===== src/rtl/cmm_rr_pkt_arb.sv =====
// cmm_rr_pkt_arb: N-way round-robin packet arbiter onto one valid/ready stream.
// The grant is held for a whole packet and rotates after the last beat. The datapath
// is a zero-latency bypass: the winner's valid/data/last appear at the output in the
// same cycle.
// Optional feature macro: CMM_RR_ARB_STAT_EN adds the o_pkt_cnt per-source
// completed-packet counters (16-bit, saturating).
//
// state  | meaning
// S_IDLE | no packet in flight; pick the first valid requester starting at r_rr_ptr
// S_LOCK | packet in flight; grant pinned to r_lock_id until its last beat transfers
module cmm_rr_pkt_arb #(
  parameter int NREQ   = 4,
  parameter int DWIDTH = 16
) (
  input  logic                         i_clk,
  input  logic                         rst,
  input  logic [NREQ-1:0]              i_req_valid,
  input  logic [NREQ-1:0]              i_req_last,
  input  logic [NREQ*DWIDTH-1:0]       i_req_data,
  output logic [NREQ-1:0]              o_req_ready,
  output logic                         o_valid,
  output logic                         o_last,
  output logic [DWIDTH-1:0]            o_data,
  output logic [$clog2(NREQ)-1:0]      o_src_id,
  input  logic                         i_ready
`ifdef CMM_RR_ARB_STAT_EN
  ,output logic [NREQ*16-1:0]          o_pkt_cnt
`endif
);

  localparam int IDW = $clog2(NREQ);

  localparam logic [0:0] S_IDLE = 1'b0;
  localparam logic [0:0] S_LOCK = 1'b1;

  logic [0:0]     r_state;
  logic [IDW-1:0] r_lock_id;
  logic [IDW-1:0] r_rr_ptr;

  logic           w_found;
  logic [IDW-1:0] w_search_id;
  logic           w_gnt_act;
  logic [IDW-1:0] w_gnt_id;
  logic           w_xfer_last;

  // Modulo-NREQ add; the wrap is explicit so non-power-of-2 NREQ never yields NREQ.
  function automatic logic [IDW-1:0] wrap_add(input logic [IDW-1:0] base, input int off);
    int s;
    s = int'(base) + off;
    if (s >= NREQ) s = s - NREQ;
    return s[IDW-1:0];
  endfunction

  // Round-robin search for the first valid requester starting at r_rr_ptr.
  always_comb begin
    w_found     = 1'b0;
    w_search_id = r_rr_ptr;
    for (int k = 0; k < NREQ; k++) begin
      if (!w_found && i_req_valid[wrap_add(r_rr_ptr, k)]) begin
        w_found     = 1'b1;
        w_search_id = wrap_add(r_rr_ptr, k);
      end
    end
  end

  // Grant selection: pinned while locked, otherwise the search result.
  always_comb begin
    w_gnt_act = (r_state == S_LOCK) || w_found;
    w_gnt_id  = (r_state == S_LOCK) ? r_lock_id : w_search_id;
  end

  // Bypass datapath; o_src_id shows r_rr_ptr when nothing is granted.
  always_comb begin
    o_req_ready = '0;
    o_valid     = 1'b0;
    o_last      = 1'b0;
    o_data      = '0;
    o_src_id    = w_gnt_id;
    if (w_gnt_act) begin
      o_valid               = i_req_valid[w_gnt_id];
      o_last                = i_req_last[w_gnt_id];
      o_data                = i_req_data[w_gnt_id*DWIDTH +: DWIDTH];
      o_req_ready[w_gnt_id] = i_ready;
    end
    w_xfer_last = o_valid && i_ready && o_last;
  end

  // Arbitration FSM. A granted but stalled beat also locks, so the grant cannot
  // move while o_valid is held without ready.
  always_ff @(posedge i_clk) begin
    if (rst) begin
      r_state   <= S_IDLE;
      r_lock_id <= '0;
      r_rr_ptr  <= '0;
    end else begin
      case (r_state)
        S_IDLE: begin
          if (w_found) begin
            if (w_xfer_last) begin
              r_rr_ptr <= wrap_add(w_search_id, 1);
            end else begin
              r_state   <= S_LOCK;
              r_lock_id <= w_search_id;
            end
          end
        end
        S_LOCK: begin
          if (w_xfer_last) begin
            r_state  <= S_IDLE;
            r_rr_ptr <= wrap_add(r_lock_id, 1);
          end
        end
        default: r_state <= S_IDLE;
      endcase
    end
  end

`ifdef CMM_RR_ARB_STAT_EN
  logic [15:0] r_pkt_cnt [NREQ];

  // Per-source completed-packet counters, saturating at all ones.
  always_ff @(posedge i_clk) begin
    if (rst) begin
      for (int k = 0; k < NREQ; k++) r_pkt_cnt[k] <= '0;
    end else if (w_xfer_last && (r_pkt_cnt[w_gnt_id] != 16'hFFFF)) begin
      r_pkt_cnt[w_gnt_id] <= r_pkt_cnt[w_gnt_id] + 16'd1;
    end
  end

  for (genvar gk = 0; gk < NREQ; gk++) begin : g_cnt_out
    assign o_pkt_cnt[gk*16 +: 16] = r_pkt_cnt[gk];
  end
`endif

endmodule


===== config.mk =====
export PLATFORM = sky130hd
export DESIGN_NAME = cmm_rr_pkt_arb
export DESIGN_NICKNAME = d
export VERILOG_FILES = /design/src/rtl/cmm_rr_pkt_arb.sv
export SDC_FILE = /design/constraint.sdc
export NUM_CORES = 1
export LEC_CHECK = 0
export CAP_MARGIN = 10
export CORE_UTILIZATION = 30
export CTS_CLUSTER_SIZE = 16
export DETAILED_ROUTE_END_ITERATION = 6
export GPL_TIMING_DRIVEN = 1
export PLACE_DENSITY = 0.75
export SYNTH_ARGS = -nofsm -noshare
export SYNTH_HDL_FRONTEND = slang
export SYNTH_SLANG_ARGS = --single-unit

===== constraint.sdc =====
create_clock -name i_clk -period 4.47 [get_ports i_clk]
set_clock_uncertainty 0.05 [all_clocks]
set_input_delay 0.6705 -clock i_clk [delete_from_list [all_inputs] [get_ports i_clk]]
set_output_delay 0.6705 -clock i_clk [all_outputs]
set_load 0.01 [all_outputs]

Word-level counts from Yosys, hierarchy flattened:

Cells that the tools add are included.

* flip-flop bits (word level): 5
* bits of input ports: 75
* output and inout port bits: 24
* logic and storage cells: 85

* add/sub/neg operators: 11
* magnitude comparators: 12
* equality and inequality tests: 3
* shift-type cells: 1
* mux-type cells: 40
* bitwise operators: 3
* reduce and logical (&&, ||, !) cells: 12

Operators by type and width (count)
* variable part select 64 x 7 -> 16 bit: 1
* two-way mux 2 bit: 14
* two-way mux 16 bit: 1
* greater-or-equal comparator 3 bit (second input constant): 5
* < comparator 2 x 3 -> 1 bit (second input constant): 5
* two-way mux 1 bit: 15
* binary-select mux 1 bit (select 2 bit): 6
* subtractor 2 x 1 -> 2 bit (second input constant): 6
* adder 2 x 1 -> 3 bit (second input constant): 3
* adder 2 x 2 -> 3 bit (second input constant): 2
* logical AND 1 bit: 6
* AND reduction 3 bit: 2
* AND 4 bit: 1
* two-way mux 4 bit: 1
* != test 2 bit (second input constant): 2
* one-hot mux 2 bit (2 select lines): 1
* greater-or-equal comparator 2 x 3 -> 1 bit (second input constant): 1
* logical NOT 1 bit: 3
* demux 1 bit (select 2 bit): 1
* greater-or-equal comparator 2 x 1 -> 1 bit (second input constant): 1
* != test 2 x 1 -> 1 bit (second input constant): 1
* NOT 1 bit: 2
* one-hot mux 1 bit (2 select lines): 1
* logical OR 1 bit: 1

Logic depth before layout (Yosys ltp):

Gate-level depths: netlist of run 1.

* word-level depth: 23
* depth in mapped cells: 9

Least setup slack after synthesis of run 1:

Ideal clock, no wire load.

* path kind: input -> output
* from: input port i_req_valid[2]
* to: output port o_data[10]
* arrival time: 2.333 ns
* required time: 3.750 ns
* setup slack: 1.417 ns
* cell stages on the path: 8
* path buffers: 2
* cells stage by stage: and2b_1 o21ai_0 nand3_1 o21ai_1 buf_2 buf_2 mux4_2 and2_1

* word-level cells in the longest chain between the ends: 15
* elaborated cells on any way between the ends: 26
* those cells by class: 1 x shift; 18 x mux; 7 x reduce/logical

RTL lines
* start: declaration: RTL line 17 `input logic [NREQ-1:0] i_req_valid,`
* binary-select mux 1 bit (select 2 bit): RTL line 59 `if (!w_found && i_req_valid[wrap_add(r_rr_ptr, k)]) begin`
* two-way mux 1 bit (implied by the code): RTL line 59
* two-way mux 1 bit: RTL line 59
* logical NOT 1 bit: RTL line 59
* logical AND 1 bit: RTL line 59
* two-way mux 1 bit: RTL line 59
* logical NOT 1 bit: RTL line 59
* logical AND 1 bit: RTL line 59
* two-way mux 1 bit: RTL line 59
* logical NOT 1 bit: RTL line 59
* logical AND 1 bit: RTL line 59
* two-way mux 2 bit (*): RTL line 59
* two-way mux 2 bit (*): RTL line 69 `w_gnt_id = (r_state == S_LOCK) ? r_lock_id : w_search_id;`
* named net o_src_id[0]: RTL line 24 `output logic [$clog2(NREQ)-1:0] o_src_id,`
* variable part select 64 x 7 -> 16 bit (*): RTL line 82 `o_data = i_req_data[w_gnt_id*DWIDTH +: DWIDTH];`
* two-way mux 16 bit (*): RTL line 79 `if (w_gnt_act) begin`
* end: declaration: RTL line 23 `output logic [DWIDTH-1:0] o_data,`

Mark *: on every way through the listed nets, which the timed path passes. The rest lies on a longest branch. The select of a mux whose other input is x is not followed.

Worst setup path after layout of run 1:

* from: input port i_req_valid[0]
* to: output port o_data[0]

* word-level cells in the longest chain between the ends: 15
* elaborated cells on any way between the ends: 26
* those cells by class: 1 x shift; 18 x mux; 7 x reduce/logical

RTL lines (RTL line)
* binary-select mux 1 bit (select 2 bit): 59
* two-way mux 1 bit (implied by the code): 59
* two-way mux 1 bit: 59
* logical NOT 1 bit: 59
* logical AND 1 bit: 59
* two-way mux 1 bit: 59
* logical NOT 1 bit: 59
* logical AND 1 bit: 59
* two-way mux 1 bit: 59
* logical NOT 1 bit: 59
* logical AND 1 bit: 59
* two-way mux 2 bit: 59
* two-way mux 2 bit: 69
* variable part select 64 x 7 -> 16 bit: 82
* two-way mux 16 bit (*): 79

Every way passes the cells marked *; elsewhere a longest branch is shown, timed or not. The select of a mux whose other input is x is not followed.

==> impl_metrics.env, run 1 <==
export IMPL_antennaDiodeCount=0
export IMPL_grt_antenna_before_repair=0
export IMPL_synthDistinctLibCells=48
export IMPL_grt_use_total_pct=19.7
export IMPL_path_cells="clkdlybuf4s50_1 -> nor3b_2 -> a2111oi_2 -> o31ai_4 -> buf_4 -> mux4_1 -> and2_1 -> clkdlybuf4s50_1"
export IMPL_postCtsSetupRepairBufs=0
export IMPL_worst_slack_at_placement_ns=0.305
export IMPL_cellLeakagePower_nw=0.822
export IMPL_die_area_um2=4240
export IMPL_netlist_area_leader_share_pct=26.4
export IMPL_chipWidth_um=65.1
export IMPL_multiInputGateArea_um2=1040
export IMPL_route_antenna_remaining_nets=0
export IMPL_worst_setup_path_end_kind="output pin"
export IMPL_post_synthesis_cells=130
export IMPL_cpPeakStageDelay_ns=0.63
export IMPL_max_clock_path_buffers=2
export IMPL_critPathMaxFanout=21
export IMPL_worst_max_slew_pin_slew_ns=0.550
export IMPL_grt_pass1_wl_mm=6.48
export IMPL_post_cts_resize_count=0
export IMPL_worst_path_most_repeated_cell="sky130_fd_sc_hd__clkdlybuf4s50_1"
export IMPL_detail_route_drc_violations=0
export IMPL_dr_total_vias=1442
export IMPL_cts_root_buffer="sky130_fd_sc_hd__clkbuf_8"
export IMPL_period_needed_ns=4.15
export IMPL_cpMaxStageDelayCell="sky130_fd_sc_hd__clkdlybuf4s50_1"
export IMPL_synthArstFlopShare_pct=0
export IMPL_synth_ff_type="sky130_fd_sc_hd__dfxtp_1"
export IMPL_worst_endpoint_arrival_ns=3.43
export IMPL_mappedNetlistArea_um2=1200
export IMPL_ratio_of_final_minimum_period_to_clock_period_pct=92.8
export IMPL_grt_start_max_net_pins=23
export IMPL_hpwlAfterDp_mm=3.23
export IMPL_holdBufCountCts=0
export IMPL_fin_nets=306
export IMPL_port_buffer_count=98
export IMPL_drv_cap=0
export IMPL_worst_path_buf_inv=3
export IMPL_initial_utilization_pct=32.0
export IMPL_via_per_inst=5.26
export IMPL_area_growth_syn_to_fin_pct=89.1
export IMPL_post_drt_wl_per_cell_um=14.6
export IMPL_cp_start_kind="input port"
export IMPL_post_route_cells_drive_above_1_share_pct=13.7
export IMPL_pin_count=99
export IMPL_timing_max_slew_rel_slack_pct=63.2
export IMPL_yosys_warnings=0
export IMPL_regArea_um2=100
export IMPL_fp_dieH_um=65.1
export IMPL_detail_route_iter0_violations=79
export IMPL_pre_antenna_drt_iters=4
export IMPL_final_design_area_no_fill_um2=2260
export IMPL_worst_case_setup_margin_in_the_final_layout_ns=0.323
export IMPL_sequential_area_share_after_synthesis_pct=8.37
export IMPL_cells_taking_the_most_area_after_synthesis="sky130_fd_sc_hd__mux4_2 26%, sky130_fd_sc_hd__and2_1 8.9%, sky130_fd_sc_hd__dfxtp_1 8.4%, sky130_fd_sc_hd__mux4_1 4.4%, sky130_fd_sc_hd__ha_1 4.2%"
export IMPL_report_final_hold_viol_count=0
export IMPL_cp_required_ns=3.75
export IMPL_syn_nets=209
export IMPL_htreeDepth=1
export IMPL_grt_residual_overflow=0
export IMPL_synth_largest_area_cell="sky130_fd_sc_hd__mux4_2"
export IMPL_power_density_nw_per_um2=262
export IMPL_via_count_of_the_first_global_routing_pass=1425
export IMPL_edff_count_synth=0
export IMPL_clk_latency_ns=0.22
export IMPL_cts_buffer_count=3
export IMPL_worst_hold_path_type="reg2reg"
export IMPL_cts_sinks=5
export IMPL_irDropWorstVdd_mv=0.216
export IMPL_fp_row_count=22
export IMPL_outcome="finished clean"
export IMPL_ys_ff_latch=5
export IMPL_placedInstanceArea_um2=2220
export IMPL_fillCellCount=360
export IMPL_drt_total_wl_mm=4.01
export IMPL_cts_tree="yes"
export IMPL_setup_viol=0
export IMPL_crit_path_leading_delay_family="buffers and inverters"
export IMPL_gp_congestion=0.844
export IMPL_criticalPathCategory="in2out"
export IMPL_totalNegativeSetupSlack_ns=0
export IMPL_finalMaxSlewViolations=0
export IMPL_rsz0062_at_grt="false"
export IMPL_path_clk_slew_ns=0.04
export IMPL_syn_mean_instance_area_um2=9.20
export IMPL_area_of_the_placeable_core_um2=3740
export IMPL_max_clock_freq_ghz=0.241
## synthesized netlist by cell type (2+ instances only)
master / count
sky130_fd_sc_hd__buf_6: 2
sky130_fd_sc_hd__o31ai_2: 2
sky130_fd_sc_hd__o21ai_0: 3
sky130_fd_sc_hd__inv_1: 5
sky130_fd_sc_hd__dfxtp_1: 5
sky130_fd_sc_hd__nor4_1: 2
sky130_fd_sc_hd__o21a_1: 3
sky130_fd_sc_hd__and2_1: 17
sky130_fd_sc_hd__nand2_1: 6
sky130_fd_sc_hd__nand3b_1: 2
sky130_fd_sc_hd__nand2b_1: 2
sky130_fd_sc_hd__nor2b_1: 4
sky130_fd_sc_hd__clkbuf_1: 3
sky130_fd_sc_hd__nor3_1: 2
sky130_fd_sc_hd__a21oi_1: 7
sky130_fd_sc_hd__ha_1: 4
sky130_fd_sc_hd__a2bb2oi_1: 2
sky130_fd_sc_hd__mux4_2: 14
sky130_fd_sc_hd__nand4_1: 3
sky130_fd_sc_hd__nand3_1: 3
sky130_fd_sc_hd__mux4_1: 2
sky130_fd_sc_hd__and3_1: 5
sky130_fd_sc_hd__nor2_1: 6
sky130_fd_sc_hd__buf_2: 2
## sequential cells by signal, summed over array words and instances, names as in the netlist
signal	cells
r_state	1
r_rr_ptr	2
r_lock_id	2
## worst min-delay path, delay by kind of cell, from the launching register on
kind                   cells  cell delay, ns
AOI/OAI and AO/OA          1            0.08
buffers and inverters      1            0.10
DFF                        1            0.30
## power by group
group          switching, mW  total [mW]  internal [mW]
logic                  0.174       0.444          0.270
clock network         0.0230      0.0843         0.0613
registers             0.0122      0.0645         0.0523
total                  0.210       0.593          0.383
## layout by cell type (no fill, tap or decap), types with 2 or more instances in the layout
cell | synthesis | routed
sky130_fd_sc_hd__nand3_1 | 3 | 3
sky130_fd_sc_hd__and2_1 | 17 | 17
sky130_fd_sc_hd__buf_4 | 0 | 2
sky130_fd_sc_hd__nor2b_1 | 4 | 4
sky130_fd_sc_hd__clkbuf_8 | 0 | 3
sky130_fd_sc_hd__a2bb2oi_1 | 2 | 2
sky130_fd_sc_hd__nand2b_1 | 2 | 2
sky130_fd_sc_hd__dfxtp_1 | 5 | 5
sky130_fd_sc_hd__mux4_1 | 2 | 2
sky130_fd_sc_hd__o21a_1 | 3 | 3
sky130_fd_sc_hd__o21ai_0 | 3 | 3
sky130_fd_sc_hd__and3_1 | 5 | 5
sky130_fd_sc_hd__nand2_1 | 6 | 6
sky130_fd_sc_hd__ha_1 | 4 | 4
sky130_fd_sc_hd__nor4_1 | 2 | 2
sky130_fd_sc_hd__nand3b_1 | 2 | 2
sky130_fd_sc_hd__inv_1 | 5 | 5
sky130_fd_sc_hd__nor3_1 | 2 | 2
sky130_fd_sc_hd__nand4_1 | 3 | 3
sky130_fd_sc_hd__clkdlybuf4s50_1 | 0 | 98
sky130_fd_sc_hd__mux4_2 | 14 | 14
sky130_fd_sc_hd__nor2_1 | 6 | 6
sky130_fd_sc_hd__a21oi_1 | 7 | 7
## logic make-up after synthesis
group | synth area share [%]
and+or+nand+nor | 31.2
AOI/OAI and AO/OA | 17.9
muxes | 32.5
buffers and inverters | 5.86
DFF | 8.37
adders and majority gates | 4.18
## metal layers
layer | track usage, % | part of all wire, % | up-vias
met5 | 0 | 0 | -
met3 | 4.69 | 6.9 | 8
met4 | 4.89 | 1.6 | 0
met2 | 36.8 | 53 | 61
li1 | - | - | 701
met1 | 22.3 | 39 | 672
## final cells by class
| class | instances | share of cell area [%] |
|---|---|---|
| Multi-Input combinational cell | 111 | 45.9 |
| Tap cell | 48 | 2.65 |
| Timing Repair Buffer | 100 | 44.0 |
| Inverter | 6 | 0.996 |
| Sequential cell | 5 | 4.42 |
| Clock buffer | 4 | 1.99 |
## through the flow
| stage | power (mW) | hold slack [ns] | cells | util [%] |
|---|---|---|---|---|
| final | 0.593 | 0.482 | 274 | 60.4 |
| after floorplan | 0.307 | 0.439 | 130 | - |
| after global routing | 0.636 | 0.496 | 274 | 60.4 |
| after CTS | 0.599 | 0.481 | 274 | 60.4 |
| after detailed placement | 0.511 | 0.476 | 270 | 59.2 |
| after global placement | 0.505 | 0.471 | 270 | 59.2 |
## worst paths after layout
kind	startpoint	endpoint	slack, ns	cells after the start
max	i_req_valid[0]	o_data[0]	0.32	8
max reg2reg	r_rr_ptr[1]	r_rr_ptr[1]	1.84	9
min reg2reg	r_rr_ptr[0]	r_rr_ptr[0]	0.48	2
min	r_rr_ptr[0]	r_rr_ptr[0]	0.48	2
No activity file was read; power rests on OpenSTA's default activity.
==> run 2: changes to the inputs <==
--- a/config.mk
+++ b/config.mk
@@ -11,6 +11,7 @@
 export DETAILED_ROUTE_END_ITERATION = 6
 export GPL_TIMING_DRIVEN = 1
 export PLACE_DENSITY = 0.75
+export SETUP_SLACK_MARGIN = 0.4
 export SYNTH_ARGS = -nofsm -noshare
 export SYNTH_HDL_FRONTEND = slang
 export SYNTH_SLANG_ARGS = --single-unit
==> impl_metrics.env, run 2 (synthesis results as in run 1) <==
export IMPL_outcome="finished clean"
export IMPL_gp_congestion=0.844
export IMPL_timing_rr_end="r_rr_ptr[1]"
export IMPL_fp_dieH_um=65.1
export IMPL_worst_endpoint_arrival_ns=3.03
export IMPL_pwr_share_comb_pct=75.8
export IMPL_ratio_of_final_minimum_period_to_clock_period_pct=84.0
export IMPL_mostFrequentLayoutCells="94 x sky130_fd_sc_hd__clkdlybuf4s50_1, 17 x sky130_fd_sc_hd__and2_1, 14 x sky130_fd_sc_hd__mux4_2"
export IMPL_internal_power_mw=0.400
export IMPL_irDropWorstVdd_mv=0.218
export IMPL_rsz0062_at_grt="false"
export IMPL_grt_antenna_before_repair=0
export IMPL_route_antenna_remaining_nets=0
export IMPL_cts_tree="yes"
export IMPL_post_route_cells_drive_above_1_share_pct=15.9
export IMPL_initial_utilization_pct=32.0
export IMPL_cp_required_ns=3.75
export IMPL_hold_path_startpoint="r_rr_ptr[0]"
export IMPL_max_clock_freq_ghz=0.266
export IMPL_timing_max_slew_rel_slack_pct=63.7
export IMPL_post_drt_wl_per_cell_um=15.1
export IMPL_worst_max_slew_pin_slew_ns=0.543
export IMPL_power_density_nw_per_um2=265
export IMPL_holdBufCountCts=0
export IMPL_p_clk_share_pct=13.7
export IMPL_drv_cap=0
export IMPL_area_growth_syn_to_fin_pct=95.4
export IMPL_report_final_hold_viol_count=0
export IMPL_finalMaxSlewViolations=0
export IMPL_worstReg2RegStart="r_rr_ptr[1]"
export IMPL_critical_path_startpoint="i_req_valid[3]"
export IMPL_chipWidth_um=65.1
export IMPL_cts_sinks=5
export IMPL_path_clk_slew_ns=0.04
export IMPL_worstHoldPathCells=2
export IMPL_grt_use_total_pct=19.7
export IMPL_biggestRegsByFlops="r_lock_id x2, r_rr_ptr x2, r_state x1"
export IMPL_htreeDepth=1
export IMPL_period_needed_ns=3.75
export IMPL_port_buffer_count=98
export IMPL_sequentialPowerShare_pct=10.5
export IMPL_drt_total_wl_mm=4.14
export IMPL_power_net_switching_mw=0.218
export IMPL_max_clock_path_buffers=2
export IMPL_antennaDiodeCount=0
export IMPL_dr_total_vias=1452
export IMPL_final_common_cell="sky130_fd_sc_hd__clkdlybuf4s50_1"
export IMPL_worst_hold_path_type="reg2reg"
export IMPL_placedCellCount=270
export IMPL_detail_route_drc_violations=0
export IMPL_totalNegativeSetupSlack_ns=0
export IMPL_postCtsSetupRepairBufs=0
export IMPL_grt_pass1_wl_mm=6.47
export IMPL_layoutNonFillerInstCount=275
export IMPL_min_to="r_rr_ptr[0]"
export IMPL_fp_row_count=22
export IMPL_hpwlAfterDp_mm=3.23
export IMPL_r2r_setup_slk_ns=1.95
export IMPL_area_of_the_placeable_core_um2=3740
export IMPL_pin_count=99
export IMPL_critPathMaxFanout=22
export IMPL_fin_nets=307
export IMPL_fillCellCount=360
export IMPL_criticalPathCategory="in2out"
export IMPL_via_per_inst=5.28
export IMPL_cellLeakagePower_nw=0.872
export IMPL_cp_start_kind="input port"
export IMPL_grt_start_max_net_pins=23
export IMPL_via_count_of_the_first_global_routing_pass=1423
export IMPL_grt_residual_overflow=0
export IMPL_die_area_um2=4240
export IMPL_cts_buffer_count=3
export IMPL_cts_root_buffer="sky130_fd_sc_hd__clkbuf_8"
export IMPL_pre_antenna_drt_iters=4
export IMPL_worst_setup_path_end_kind="output pin"
export IMPL_sw_frac_of_total_pct=35.3
export IMPL_detail_route_iter0_violations=66
export IMPL_worst_r2r_path_depth=9
export IMPL_setup_viol=0
export IMPL_clk_latency_ns=0.22
export IMPL_hold_worst_slack_ns=0.484
[run 2: area by class of cell]
cell class | instances | area, um2 | area share, %
multi-input cells | 111 | 1060 | 45.4
repair buffers | 101 | 1050 | 44.8
flip-flops and latches | 5 | 100 | 4.28
well taps | 48 | 60.1 | 2.57
clock buffers | 4 | 45.0 | 1.93
inverters | 6 | 22.5 | 0.964
[run 2: per-stage QoR]
| stage | instance area (um2) | util (%) | setup WS, ns | total power, mW |
|---|---|---|---|---|
| 2_1_floorplan | 1200 | - | 1.42 | 0.307 |
| 3_3_place_gp | 2220 | 59.2 | 0.361 | 0.505 |
| 3_5_place_dp | 2220 | 59.2 | 0.305 | 0.511 |
| 4_1_cts | 2290 | 61.2 | 0.400 | 0.606 |
| 5_1_grt | 2340 | 62.4 | 0.582 | 0.660 |
| 6_report | 2340 | 62.4 | 0.715 | 0.618 |
[run 2: worst max path at each step]
stage | end | slack [ns] | depth (start not counted)
floorplan | o_data[10] | 1.42 | 8
global placement | o_data[1] | 0.36 | 8
detailed placement | o_data[0] | 0.31 | 8
CTS | o_data[0] | 0.40 | 8
global route | o_data[3] | 0.58 | 9
finish | o_data[3] | 0.72 | 9
[run 2: worst max-delay path, cell delays in order]
cell,delay (ns)
sky130_fd_sc_hd__dlygate4sd2_1,0.40
sky130_fd_sc_hd__a21boi_0,0.18
sky130_fd_sc_hd__o21ai_1,0.24
sky130_fd_sc_hd__nand3_2,0.17
sky130_fd_sc_hd__o21ai_2,0.18
sky130_fd_sc_hd__buf_8,0.21
sky130_fd_sc_hd__mux4_2,0.30
sky130_fd_sc_hd__and2_1,0.17
sky130_fd_sc_hd__clkdlybuf4s50_1,0.50
[run 2: routing by layer]
metal / track usage [%] / part of all wire [%] / vias up
met3: 4.69 / 7.9 / 8
met5: 0 / 0 / -
li1: - / - / 701
met1: 22.4 / 38 / 674
met2: 36.7 / 53 / 69
met4: 4.89 / 1.6 / 0
[run 2: power groups by stage]
| stage | logic (mW) | registers [mW] | clock network, mW |
|---|---|---|---|
| global placement | 0.441 | 0.0644 | 0 |
| global route | 0.502 | 0.0661 | 0.0919 |
| floorplan | 0.249 | 0.0581 | 0 |
| detailed placement | 0.446 | 0.0647 | 0 |
| finish | 0.469 | 0.0647 | 0.0847 |
| CTS | 0.455 | 0.0640 | 0.0873 |
[run 2: timing repair]
item	in CTS	in global routing
pin swaps	1	2
gates cloned	0	1
resized for setup	6	11
endpoints found under the setup margin	17	21
